<file path="src/rtl/parity_sched.sv">
// Round-robin scheduler sharing one bit-serial running-parity FSM between NREQ requesters.
// Optional build macro: PARITY_SCHED_ODD_EN (report the odd-parity bit instead of the even-parity bit).
module parity_sched #(
    parameter int NREQ  = 4,
    parameter int WIDTH = 8
) (
    input  logic                     clk,
    input  logic                     rst_n,
    input  logic [NREQ-1:0]          req_i,
    input  logic [NREQ*WIDTH-1:0]    data_i,
    output logic [NREQ-1:0]          gnt_o,
    output logic                     busy_o,
    output logic                     ser_bit_o,
    output logic                     done_o,
    output logic [$clog2(NREQ)-1:0]  done_id_o,
    output logic                     parity_o
);

    localparam int IW = $clog2(NREQ);
    localparam int CW = $clog2(WIDTH + 1);

`ifdef PARITY_SCHED_ODD_EN
    localparam logic PAR_INV = 1'b1;
`else
    localparam logic PAR_INV = 1'b0;
`endif

    typedef enum logic [1:0] {IDLE = 2'd0, LOAD = 2'd1, SHIFT = 2'd2, DONE = 2'd3} state_e;
    typedef enum logic {S0 = 1'b0, S1 = 1'b1} par_e;

    state_e            state_q, state_d;
    par_e              run_q, run_d;
    logic [IW-1:0]     ptr_q, ptr_d;
    logic [IW-1:0]     id_q, id_d;
    logic [CW-1:0]     cnt_q, cnt_d;
    logic [WIDTH-1:0]  shreg_q, shreg_d;
    logic [NREQ-1:0]   gnt_q, gnt_d;
    logic [IW-1:0]     done_id_q, done_id_d;
    logic              parity_q, parity_d;
    logic              busy_q, done_q, ser_q;

    logic              pick_found_s;
    logic [IW-1:0]     pick_id_s;
    logic [IW:0]       cand_sum_s;
    logic [WIDTH-1:0]  sel_word_s;

    // Round-robin pick: first pending request at or above the pointer, wrapping.
    always_comb begin
        pick_found_s = 1'b0;
        pick_id_s    = {IW{1'b0}};
        cand_sum_s   = {(IW+1){1'b0}};
        for (int i = 0; i < NREQ; i++) begin
            cand_sum_s = {1'b0, ptr_q} + (IW+1)'(i);
            cand_sum_s = (cand_sum_s >= (IW+1)'(NREQ)) ? cand_sum_s - (IW+1)'(NREQ) : cand_sum_s;
            if (!pick_found_s && req_i[cand_sum_s[IW-1:0]]) begin
                pick_found_s = 1'b1;
                pick_id_s    = cand_sum_s[IW-1:0];
            end else begin
                pick_found_s = pick_found_s;
            end
        end
    end

    // Word of the granted requester, selected with constant slices.
    always_comb begin
        sel_word_s = {WIDTH{1'b0}};
        for (int i = 0; i < NREQ; i++) begin
            if (id_q == IW'(i)) begin
                sel_word_s = data_i[i*WIDTH +: WIDTH];
            end else begin
                sel_word_s = sel_word_s;
            end
        end
    end

    // Control FSM next-state and datapath updates.
    always_comb begin
        state_d   = state_q;
        run_d     = run_q;
        ptr_d     = ptr_q;
        id_d      = id_q;
        cnt_d     = cnt_q;
        shreg_d   = shreg_q;
        gnt_d     = gnt_q;
        done_id_d = done_id_q;
        parity_d  = parity_q;
        case (state_q)
            IDLE: begin
                if (pick_found_s) begin
                    gnt_d   = {{(NREQ-1){1'b0}}, 1'b1} << pick_id_s;
                    id_d    = pick_id_s;
                    state_d = LOAD;
                end else begin
                    state_d = IDLE;
                end
            end
            LOAD: begin
                shreg_d = sel_word_s;
                run_d   = S0;
                cnt_d   = {CW{1'b0}};
                state_d = SHIFT;
            end
            SHIFT: begin
                run_d   = shreg_q[0] ? ((run_q == S0) ? S1 : S0) : run_q;
                shreg_d = shreg_q >> 1;
                cnt_d   = cnt_q + CW'(1);
                if (cnt_q == CW'(WIDTH - 1)) begin
                    state_d   = DONE;
                    gnt_d     = {NREQ{1'b0}};
                    done_id_d = id_q;
                    parity_d  = (run_d == S1) ^ PAR_INV;
                end else begin
                    state_d = SHIFT;
                end
            end
            DONE: begin
                gnt_d   = {NREQ{1'b0}};
                ptr_d   = (id_q == IW'(NREQ - 1)) ? {IW{1'b0}} : id_q + IW'(1);
                state_d = IDLE;
            end
            default: begin
                state_d = IDLE;
            end
        endcase
    end

    // State and output registers; outputs are decoded from next state so they are flop-driven.
    always_ff @(posedge clk or negedge rst_n) begin
        if (!rst_n) begin
            state_q   <= IDLE;
            run_q     <= S0;
            ptr_q     <= {IW{1'b0}};
            id_q      <= {IW{1'b0}};
            cnt_q     <= {CW{1'b0}};
            shreg_q   <= {WIDTH{1'b0}};
            gnt_q     <= {NREQ{1'b0}};
            done_id_q <= {IW{1'b0}};
            parity_q  <= 1'b0;
            busy_q    <= 1'b0;
            done_q    <= 1'b0;
            ser_q     <= 1'b0;
        end else begin
            state_q   <= state_d;
            run_q     <= run_d;
            ptr_q     <= ptr_d;
            id_q      <= id_d;
            cnt_q     <= cnt_d;
            shreg_q   <= shreg_d;
            gnt_q     <= gnt_d;
            done_id_q <= done_id_d;
            parity_q  <= parity_d;
            busy_q    <= (state_d != IDLE);
            done_q    <= (state_d == DONE);
            ser_q     <= (state_d == SHIFT) ? shreg_d[0] : 1'b0;
        end
    end

    assign gnt_o     = gnt_q;
    assign busy_o    = busy_q;
    assign ser_bit_o = ser_q;
    assign done_o    = done_q;
    assign done_id_o = done_id_q;
    assign parity_o  = parity_q;

endmodule

</file>
<file path="config.mk">
export PLATFORM = sky130hd
export DESIGN_NAME = parity_sched
export DESIGN_NICKNAME = d
export VERILOG_FILES = /design/src/rtl/parity_sched.sv
export SDC_FILE = /design/constraint.sdc
export NUM_CORES = 1
export LEC_CHECK = 0
export ABC_CLOCK_PERIOD_IN_PS = 1450
export CORE_AREA = 2 2 66 68
export DETAILED_ROUTE_END_ITERATION = 12
export DIE_AREA = 0 0 68 70
export PLACE_DENSITY = 0.79
export SYNTH_ARGS = -nofsm -noshare
export SYNTH_HDL_FRONTEND = slang
export SYNTH_SLANG_ARGS = --single-unit
</file>
<file path="constraint.sdc">
create_clock -name clk -period 1.45 [get_ports clk]
set_input_delay 0.2175 -clock clk [delete_from_list [all_inputs] [get_ports clk]]
set_output_delay 0.2175 -clock clk [all_outputs]
set_load 0.03 [all_outputs]
</file>
==> results by group <==
Floorplanning
  • IO Pins: 48
  • Die H: 70 µm
  • Full die area: 4760 µm²
  • Die width: 68 µm
  • Core region area: 4144 µm²
  • Initial core utilization: 40.94%
  • FP Rows: 24

GRT
  • Pin count of the biggest net entering global routing: 31
  • Overall routing resource usage: 17.93%
  • Vias in the first global route: 1,549
  • Antenna violations before repair: 0
  • First-pass GRT wire length: 6637 µm
  • Grt ovf: 0

Layout
  • Util after Layout: 65.64%
  • Filler cell count: 324
  • Layout cells sized above 1: 26.30%
  • Design Area, Final: 2720 µm²
  • Diodes inserted: 0
  • Most common cell after layout, fill and taps aside: clkdlybuf4s50_1
  • Commonest non-fill, non-tap cells in the layout: clkdlybuf4s50_1 (34), dfrtp_1 (26), nand2_1 (21), buf_4 (21), a21oi_1 (17)
  • Synth-to-layout area growth: 60.32%
  • Nets: 317

Flow run
  • Max cap viols: 0

Critical path
  • Critical Path RT: 1640 ps
  • CP Class: reg -> reg
  • Critical path launch point type: flop
  • Crit path arrival time: 1700 ps
  • Critical Path Fanout Max: 7
  • CP Capture Type: flop

CTS
  • Clk_lat worst skew: 280 ps
  • TritonCTS buffer count: 5
  • Clock buffer depth: 2
  • CTS tree: done
  • Post-cts hold buffer count: 0
  • H-tree levels: 2
  • Clock-pin slew on the worst setup and hold paths: 70 ps
  • CTS Sinks: 29
  • CTS root buf: clkbuf_8

Routing
  • Routed WL: 4157 µm
  • DRT antenna net count: 0
  • Vias per cell: 5.134
  • DR WL/cell: 12.91 µm
  • Drt pass-1 iters: 4
  • DRT iter0 DRCs: 95
  • DRC Markers: 0
  • Via Count: 1,653

STA
  • Final Setup Violations: 4
  • F_max: 0.6627 GHz
  • Final Max Tran Viols: 0
  • Slew Limit Headroom: 75.02%
  • Setup TNS: -155.9 ps
  • Measured slew at the worst slew-check pin: 374.8 ps
  • Hold_ws: 318.5 ps
  • Fin crit period: 1509 ps
  • Final Skew: 6.089 ps
  • Unrepaired setup endpoints after global routing: yes
  • Post-route worst setup slack: -59.09 ps
  • Final Hold Vio Count: 0
  • Crit share post-route: 104.1%

Outcome
  • Run status: finished, violations left
  • Violated checks: setup timing

Power
  • Overall power: 5.415 mW
  • Leakage: 1.201 nW
  • PwrDens: 1991 nW/µm²
  • Worst vdd ir: 0.9735 mV

Logic synthesis
  • Post-synthesis sequential area ratio: 42.77%
  • Synth Register Bits: 29
  • Async SR Flop Fraction: 100.0%
  • Post-synthesis cell type count: 32
  • EDFF count, synth: 0
  • Most used DFF post-synth: dfrtp_1
  • Post-Syn Area: 1697 µm²
  • Ys Warns: 0
  • Gate Count Post-Synth: 195
  • Net count after synthesis: 243
  • Mean post-synth cell area: 8.701 µm²

Place
  • Detailed Place HPWL: 2872 µm
  • Buffers on Ports: 47
  • Placed instance area: 2439 µm²
  • Routability cong.: 0.8190

Min path
  • HP Class: in -> async
worst max-delay path: stages (launching register included):
cell	delay [ps]
dfrtp_1	400
inv_2	90
ha_4	190
or4_4	550
o31ai_2	180
synthesized netlist by cell type (3+ instances only):
library cell  instances  area (µm²)
nor2b_1               6       37.54
nand2_1              22       82.58
a22oi_1               7       52.55
a31oi_1               6       37.54
o21ai_0              28       140.1
o31ai_1               3       22.52
nand2b_1              3       18.77
inv_1                20       75.07
ha_1                 10       125.1
clkbuf_1              9       33.78
nand3_1               4       20.02
nor2_1                3       11.26
a21oi_1              20       100.1
o22ai_1               3       18.77
dfrtp_1              29       725.7
power by group:
part           total (mW)  switching, mW  internal (mW)
registers            1.32          0.221           1.10
clock network       0.745          0.316          0.429
logic                3.35           1.67           1.68
total                5.42           2.21           3.20
registers in the layout (all words and copies together), names as in the netlist:
signal,flops
done_o,1
state_q,2
ser_bit_o,1
cnt_q,4
gnt_o,4
ptr_q,2
shreg_q,8
id_q,2
done_id_o,2
parity_o,1
run_q,1
busy_o,1
cells by family (layout without fill, tap and decap cells):
family	Yosys count	after routing	synth area share [%]
AND/OR/NAND/NOR	49	49	15.04
multiplexers	2	2	1.254
flip-flops	29	29	42.77
adder cells (fa/ha/maj)	10	10	7.375
AO/OA/AOI/OAI	75	75	26.62
XOR/XNOR	1	1	0.5163
buffers and inverters	29	104	6.416
stage by stage:
| step | setup WS, ps | std cells |
|---|---|---|
| 2_1_floorplan | -32.78 | 195 |
| 3_3_place_gp | -341.9 | 310 |
| 3_5_place_dp | -387.6 | 310 |
| 4_1_cts | -79.36 | 319 |
| 5_1_grt | -148.1 | 322 |
| 6_report | -59.09 | 322 |
routing by layer:
layer | GRT usage, % | routed length [µm] | vias up
li1 | - | - | 832
met1 | 24.38 | 1796 | 761
met2 | 27.83 | 2098 | 54
met3 | 3.704 | 198 | 6
met4 | 6.444 | 63 | 0
met5 | 0 | 0 | -
worst paths after layout:
kind / cells after the start / startpoint / endpoint / slack, ps
min in group clk: 2 / parity_o$_DFFE_PN0P_ / parity_o$_DFFE_PN0P_ / 470
max in group asynchronous: 2 / rst_n / state_q[1]$_DFF_PN0_ / 830
hold reg to reg: 2 / parity_o$_DFFE_PN0P_ / parity_o$_DFFE_PN0P_ / 470
setup reg to reg: 4 / state_q[0]$_DFF_PN0_ / gnt_o[1]$_DFFE_PN0P_ / -60
setup / recovery: 4 / state_q[0]$_DFF_PN0_ / gnt_o[1]$_DFFE_PN0P_ / -60
hold / removal: 2 / rst_n / gnt_o[0]$_DFFE_PN0P_ / 320
layout make-up:
cell class                      instances  area, µm²  share of cell area (%)
Timing Repair Buffer                   76      745.7                   27.41
Inverter                               20      82.58                   3.036
Sequential cell                        29      729.5                   26.82
Tap cell                               52      65.06                   2.392
Clock buffer                            7      96.34                   3.542
Multi-Input combinational cell        137      996.0                   36.61
Clock inverter                          1      5.005                  0.1840
repair_timing:
action | 4_1_cts | 5_1_grt
resized for setup | 24 | 38
pin swaps | 8 | 10
endpoints found under the hold margin | 0 | 0
cloned | 0 | 2
buffers inserted | 1 | 1
setup endpoints to repair | 28 | 18
No activity file was read; power rests on OpenSTA's default activity.
